<file path="src/rtl/spi_reg_pkg.sv">
// Shared constants for the SPI register bridge: FSM encoding, command byte layout, reset byte.
package spi_reg_pkg;

  // FSM state encoding
  localparam logic [2:0] StIdle = 3'd0;
  localparam logic [2:0] StCmd  = 3'd1;
  localparam logic [2:0] StWr   = 3'd2;
  localparam logic [2:0] StRd   = 3'd3;
  localparam logic [2:0] StDrop = 3'd4;

  // Command byte layout: bit 7 selects write, bits [6:0] carry the start address
  localparam int unsigned CMD_WR_BIT   = 7;
  localparam int unsigned CMD_ADDR_MSB = 6;

  // Value driven on tx_byte when idle, after an abort, or for an illegal address
  localparam logic [7:0] RESET_BYTE = 8'h00;

endpackage

</file>
<file path="src/rtl/spi_sync2.sv">
// Two-flop synchroniser for a single asynchronous level, with a configurable reset value.
module spi_sync2 #(
  parameter logic ResetVal = 1'b1
) (
  input  logic clk,
  input  logic resetn,
  input  logic d_i,
  output logic q_o
);

  logic meta_q;
  logic sync_q;

  // Two back-to-back flops; first stage may go metastable, second is clean
  always_ff @(posedge clk) begin
    if (!resetn) begin
      meta_q <= ResetVal;
      sync_q <= ResetVal;
    end else begin
      meta_q <= d_i;
      sync_q <= meta_q;
    end
  end

  assign q_o = sync_q;

endmodule

</file>
<file path="src/rtl/spi_reg_bridge.sv">
// Maps SPI byte frames onto a bank of 8-bit registers with auto-incrementing burst access.
module spi_reg_bridge
  import spi_reg_pkg::*;
#(
  parameter int unsigned NREG    = 16,
  parameter logic [7:0]  ID_BYTE = 8'hA5
) (
  input  logic              clk,
  input  logic              resetn,
  input  logic              spi_cs,
  input  logic              rx_dv,
  input  logic [7:0]        rx_byte,
  output logic [7:0]        tx_byte,
  output logic              tx_dv,
  output logic [NREG*8-1:0] reg_q,
  output logic              wr_stb,
  output logic [6:0]        wr_addr
);

  logic              cs_sync;
  logic              cs_prev_q;
  logic [1:0]        cs_live_q;
  logic [2:0]        state_q;
  logic [6:0]        ptr_q;
  logic [NREG*8-1:0] regs_q;
  logic [7:0]        tx_byte_q;
  logic              tx_dv_q;
  logic              wr_stb_q;
  logic [6:0]        wr_addr_q;

  logic              frame_start;
  logic              frame_end;
  logic              addr_ok;
  logic              wr_en;
  logic [6:0]        ptr_inc;
  logic [6:0]        rd_idx;
  logic [7:0]        rd_data;

  spi_sync2 #(
    .ResetVal (1'b1)
  ) u_cs_sync (
    .clk    (clk),
    .resetn (resetn),
    .d_i    (spi_cs),
    .q_o    (cs_sync)
  );

  // Edge detector; cs_prev_q is held low until the synchroniser output reflects real input,
  // so a CS already low when reset releases is not mistaken for a fresh falling edge.
  always_ff @(posedge clk) begin
    if (!resetn) begin
      cs_live_q <= 2'b00;
      cs_prev_q <= 1'b0;
    end else begin
      cs_live_q <= {cs_live_q[0], 1'b1};
      cs_prev_q <= cs_sync & cs_live_q[1];
    end
  end

  assign frame_start = cs_prev_q & ~cs_sync;
  assign frame_end   = cs_sync;

  // Pointer increment with wrap, and the register read mux feeding tx_byte
  always_comb begin
    ptr_inc = (ptr_q == 7'(NREG - 1)) ? 7'd0 : ptr_q + 7'd1;
    rd_idx  = (state_q == StCmd) ? rx_byte[CMD_ADDR_MSB:0] : ptr_inc;
    addr_ok = {1'b0, rx_byte[CMD_ADDR_MSB:0]} < 8'(NREG);
    wr_en   = rx_dv & ~frame_end & ~frame_start & (state_q == StWr);
    rd_data = 8'h00;
    for (int i = 0; i < int'(NREG); i++) begin
      if (rd_idx == 7'(i)) rd_data = regs_q[8*i +: 8];
    end
  end

  // Register storage; only the WR state writes, at the current pointer
  always_ff @(posedge clk) begin
    if (!resetn) begin
      regs_q <= '0;
    end else if (wr_en) begin
      for (int i = 0; i < int'(NREG); i++) begin
        if (ptr_q == 7'(i)) regs_q[8*i +: 8] <= rx_byte;
      end
    end
  end

  // Frame FSM: frame end beats frame start beats received bytes
  always_ff @(posedge clk) begin
    if (!resetn) begin
      state_q   <= StIdle;
      ptr_q     <= 7'd0;
      tx_byte_q <= RESET_BYTE;
      tx_dv_q   <= 1'b0;
      wr_stb_q  <= 1'b0;
      wr_addr_q <= 7'd0;
    end else begin
      tx_dv_q  <= 1'b0;
      wr_stb_q <= 1'b0;
      if (frame_end) begin
        state_q <= StIdle;
        if (state_q != StIdle) tx_byte_q <= RESET_BYTE;
      end else if (frame_start) begin
        state_q   <= StCmd;
        tx_byte_q <= ID_BYTE;
        tx_dv_q   <= 1'b1;
      end else if (rx_dv) begin
        case (state_q)
          StCmd: begin
            ptr_q <= rx_byte[CMD_ADDR_MSB:0];
            if (!addr_ok) begin
              state_q   <= StDrop;
              tx_byte_q <= RESET_BYTE;
              tx_dv_q   <= 1'b1;
            end else if (rx_byte[CMD_WR_BIT]) begin
              state_q <= StWr;
            end else begin
              state_q   <= StRd;
              tx_byte_q <= rd_data;
              tx_dv_q   <= 1'b1;
            end
          end
          StWr: begin
            wr_stb_q  <= 1'b1;
            wr_addr_q <= ptr_q;
            ptr_q     <= ptr_inc;
          end
          StRd: begin
            ptr_q     <= ptr_inc;
            tx_byte_q <= rd_data;
            tx_dv_q   <= 1'b1;
          end
          default: begin
          end
        endcase
      end
    end
  end

  assign tx_byte = tx_byte_q;
  assign tx_dv   = tx_dv_q;
  assign reg_q   = regs_q;
  assign wr_stb  = wr_stb_q;
  assign wr_addr = wr_addr_q;

endmodule

</file>
<file path="config.mk">
export PLATFORM = sky130hd
export DESIGN_NAME = spi_reg_bridge
export DESIGN_NICKNAME = d
export VERILOG_FILES = /design/src/rtl/spi_reg_pkg.sv /design/src/rtl/spi_sync2.sv /design/src/rtl/spi_reg_bridge.sv
export SDC_FILE = /design/constraint.sdc
export NUM_CORES = 1
export LEC_CHECK = 0
export ABC_AREA = 1
export CORE_UTILIZATION = 30
export CTS_CLUSTER_SIZE = 12
export DETAILED_ROUTE_END_ITERATION = 8
export PLACE_DENSITY_LB_ADDON = 0.08
export SLEW_MARGIN = 30
export SYNTH_ARGS = -nofsm -noshare
export SYNTH_HDL_FRONTEND = slang
export SYNTH_SLANG_ARGS = --single-unit
</file>
<file path="constraint.sdc">
create_clock -name clk -period 3.3 [get_ports clk]
set_input_delay 0.495 -clock clk [delete_from_list [all_inputs] [get_ports clk]]
set_output_delay 0.495 -clock clk [all_outputs]
set_load 0.02 [all_outputs]
</file>
==> impl_results.md <==
* DR WL/cell at 17.75 um
* Setup crit start kind: flip-flop
* Boundary Pins at 157
* Setup crit start: ptr_q[0]$_SDFFE_PN0P_
* Slew HR at 39.40%
* Deepest level of the CTS H-tree at 4
* Register area share after synthesis at 43.81%
* Vias in the first global route at 6703
* YS warnings at 0
* Power per Cell Area at 415.2 mW/mm^2
* Synthesized netlist net count at 1053
* Reg2reg setup slack at 0.21 ns
* Fin worst setup slack at 0.2100 ns
* R2r endpoint: tx_byte[1]$_SDFFE_PN0P_
* Final period util at 93.64%
* Routability cong. at 0.8548
* Arrival time worst endpoint at 3.43 ns
* Die area at 0.02500 mm^2
* # Max-Cap Violations at 0
* Worst-Margin Slew at 0.9091 ns
* Clk Latency, worst-skew pair at 0.44 ns
* Max Slew Vio Count at 0
* Crit path to: tx_byte[1]$_SDFFE_PN0P_
* Clock tree sinks at 160
* Netlist cell types at 34
* First-pass GRT wire length at 40930 um
* CTS Buffer Depth at 2
* Setup TNS at 0 ns
* Kind of critical path: flip-flop to flip-flop
* Final Skew at 0.01113 ns
* Hpwl dp at 19870 um
* GR Util All Layers at 22.26%
* CTS Buf Count at 17
* Post-DRT Antenna Nets at 0
* #FFs+latches synth at 160
* Finished Cell Area at 0.009976 mm^2
* Syn Area/Cell at 7.050 um^2
* TritonCTS clock tree: built
* Mapped cell area at 0.007311 mm^2
* Fmax at 0.3236 GHz
* Leak pwr at 3.679 nW
* Fill cells at 2528
* Share of cells above drive strength 1 at 9.136%
* DRT Pass-1 Iters at 5
* Post-synth ARST share at 0%
* Hold buffers post-CTS at 0
* Initial antenna violation count at 1
* Main synth FF type: dfxtp_1
* CP endpoint kind: flip-flop
* Status: completed
* Tot Pwr at 4.142 mW
* Die Y at 158.1 um
* Row count at 56
* Peak VDD IR at 0.0003272 V
* Synthesized netlist cell count at 1037
* Largest net degree at the start of global routing at 98
* Initial DRC count at 489
* Finish-stage setup viols at 0
* Grt total ovfl at 0
* Area growth syn-to-layout at 36.45%
* Req. time, crit path at 3.64 ns
* Placement Cell Area at 0.009335 mm^2
* Period minus WS final at 3.090 ns
* Routed wire length at 27220 um
* Ant diodes at 0
* Core ar. at 0.02368 mm^2
* DR vias at 7173
* DRC errors left at 0
* Port Buf Inserts at 156
* Routed vias/inst at 4.676
* Final hold violation count at 0
* Die Width at 158.1 um
* FF-to-FF Start: ptr_q[0]$_SDFFE_PN0P_
* Final #Nets at 1218
* Crit-path max FO at 11
* Post-synth EDFFs at 0
* HP Class: flip-flop to flip-flop
* R2r worst-path depth at 17
* Root Buffer: clkbuf_16
* Pre-CTS setup slack at -0.1577 ns
* Reg clk slew, reported paths at 0.07 ns
* Initial Util at 30.87%
==> registers in the layout, summed over array words and instances (netlist names) <==
register	count
u_cs_sync.q_o	1
wr_stb	1
tx_byte	8
cs_prev_q	1
cs_live_q	2
tx_dv	1
state_q	3
u_cs_sync.meta_q	1
reg_q	128
wr_addr	7
ptr_q	7
==> how the worst min path moves through the flow <==
stage	from	to	slack, ns	depth (start not counted)
5_1_grt	cs_live_q[0]$_DFF_P_	cs_live_q[1]$_SDFF_PN0_	0.44	2
6_report	cs_live_q[0]$_DFF_P_	cs_live_q[1]$_SDFF_PN0_	0.41	2
3_5_place_dp	cs_live_q[0]$_DFF_P_	cs_live_q[1]$_SDFF_PN0_	0.40	2
2_1_floorplan	cs_live_q[0]$_DFF_P_	cs_live_q[1]$_SDFF_PN0_	0.39	2
3_3_place_gp	cs_live_q[0]$_DFF_P_	cs_live_q[1]$_SDFF_PN0_	0.39	2
4_1_cts	cs_live_q[0]$_DFF_P_	cs_live_q[1]$_SDFF_PN0_	0.41	2
==> power by group <==
group	total (mW)	internal, mW	switching, mW
Clock	2.06	1.14	0.921
Combinational	0.148	0.0406	0.107
Sequential	1.93	1.93	0.00146
==> Yosys cell counts, types with 2 or more instances <==
cell / count / area (um^2)
or2_2: 3 / 18.77
or2_0: 2 / 12.51
clkbuf_1: 41 / 153.9
o22ai_1: 5 / 31.28
inv_1: 171 / 641.9
a211oi_1: 41 / 307.8
a21oi_1: 115 / 575.6
nor4_2: 5 / 62.56
o21ai_0: 113 / 565.5
nor2_1: 98 / 367.9
nor2_4: 5 / 56.30
nor3_1: 18 / 90.09
a221oi_1: 3 / 26.28
nand2_2: 6 / 37.54
dfxtp_1: 160 / 3203
nand4_1: 16 / 100.1
buf_2: 2 / 10.01
nand3_2: 3 / 30.03
a21oi_2: 2 / 17.52
nor2_2: 4 / 25.02
nand3_1: 32 / 160.2
o21ai_1: 7 / 35.03
ha_1: 4 / 50.05
nand2_4: 2 / 22.52
inv_2: 5 / 18.77
nand2_1: 166 / 623.1
==> kinds of logic after synthesis <==
kind of cell,Yosys count,synth area share [%]
compound gates,289,21.75
fa+ha+maj,4,0.6846
buf+inv,222,11.54
flops,160,43.81
simple gates,362,22.21
==> critical path: stages (launching register included) <==
cell and delay [ns]:
dfxtp_1 0.39, ha_1 0.23, nand2_1 0.10, nor2_2 0.17, nand3_1 0.11, nand2_1 0.09, nand3_2 0.13, a21oi_4 0.29
buf_4 0.22, nand2_2 0.11, o21ai_0 0.28, nand4_1 0.14, nor2_1 0.20, nand4_1 0.17, nand2_1 0.13, nand4_1 0.11
nand2_1 0.08, nand2_1 0.04
==> area by class of cell <==
cell class | count | area, um^2 | share of cell area (%)
clock inverters | 15 | 173.9 | 1.743
flip-flops and latches | 160 | 3203 | 32.11
multi-input cells | 655 | 3291 | 32.99
clock buffers | 17 | 425.4 | 4.264
inverters | 177 | 664.4 | 6.660
repair buffers | 191 | 1819 | 18.24
well taps | 319 | 399.1 | 4.001
==> metrics by stage <==
stage / std cells / utilization (%) / hold WS [ns]
final: 1534 / 42.12 / 0.4130
after global routing: 1534 / 42.12 / 0.4359
after CTS: 1532 / 41.95 / 0.4139
after detailed placement: 1500 / 39.42 / 0.3976
after global placement: 1500 / 39.42 / 0.3939
after floorplan: 1037 / - / 0.3905
==> cell usage in the layout, fill, tap and decap left out, types with 2 or more instances in the layout <==
cell / instances
a211oi_1: 41
a21oi_1: 115
a21oi_2: 2
a221oi_1: 3
buf_4: 35
bufinv_16: 2
clkbuf_16: 17
clkdlybuf4s50_1: 155
clkinv_2: 2
clkinvlp_4: 2
dfxtp_1: 160
ha_1: 4
inv_1: 171
inv_2: 5
inv_6: 6
nand2_1: 165
nand2_2: 7
nand2_4: 2
nand3_1: 32
nand3_2: 3
nand4_1: 16
nor2_1: 95
nor2_2: 7
nor2_4: 5
nor3_1: 16
nor3_2: 2
nor4_2: 5
o21ai_0: 113
o21ai_1: 7
o22ai_1: 5
or2_0: 2
or2_2: 3
==> metal layers <==
layer,part of all wire (%),routed length (um),track usage (%)
met4,0.91,247,5.128
met3,4.5,1238,3.093
met1,49,13220,31.12
met2,46,12520,35.96
met5,0,0,0
==> what timing repair did <==
action	CTS	global route
gates resized for setup	0	7
setup endpoints to repair	0	5
buffers inserted	0	2
(Power assumes the default switching activity.)
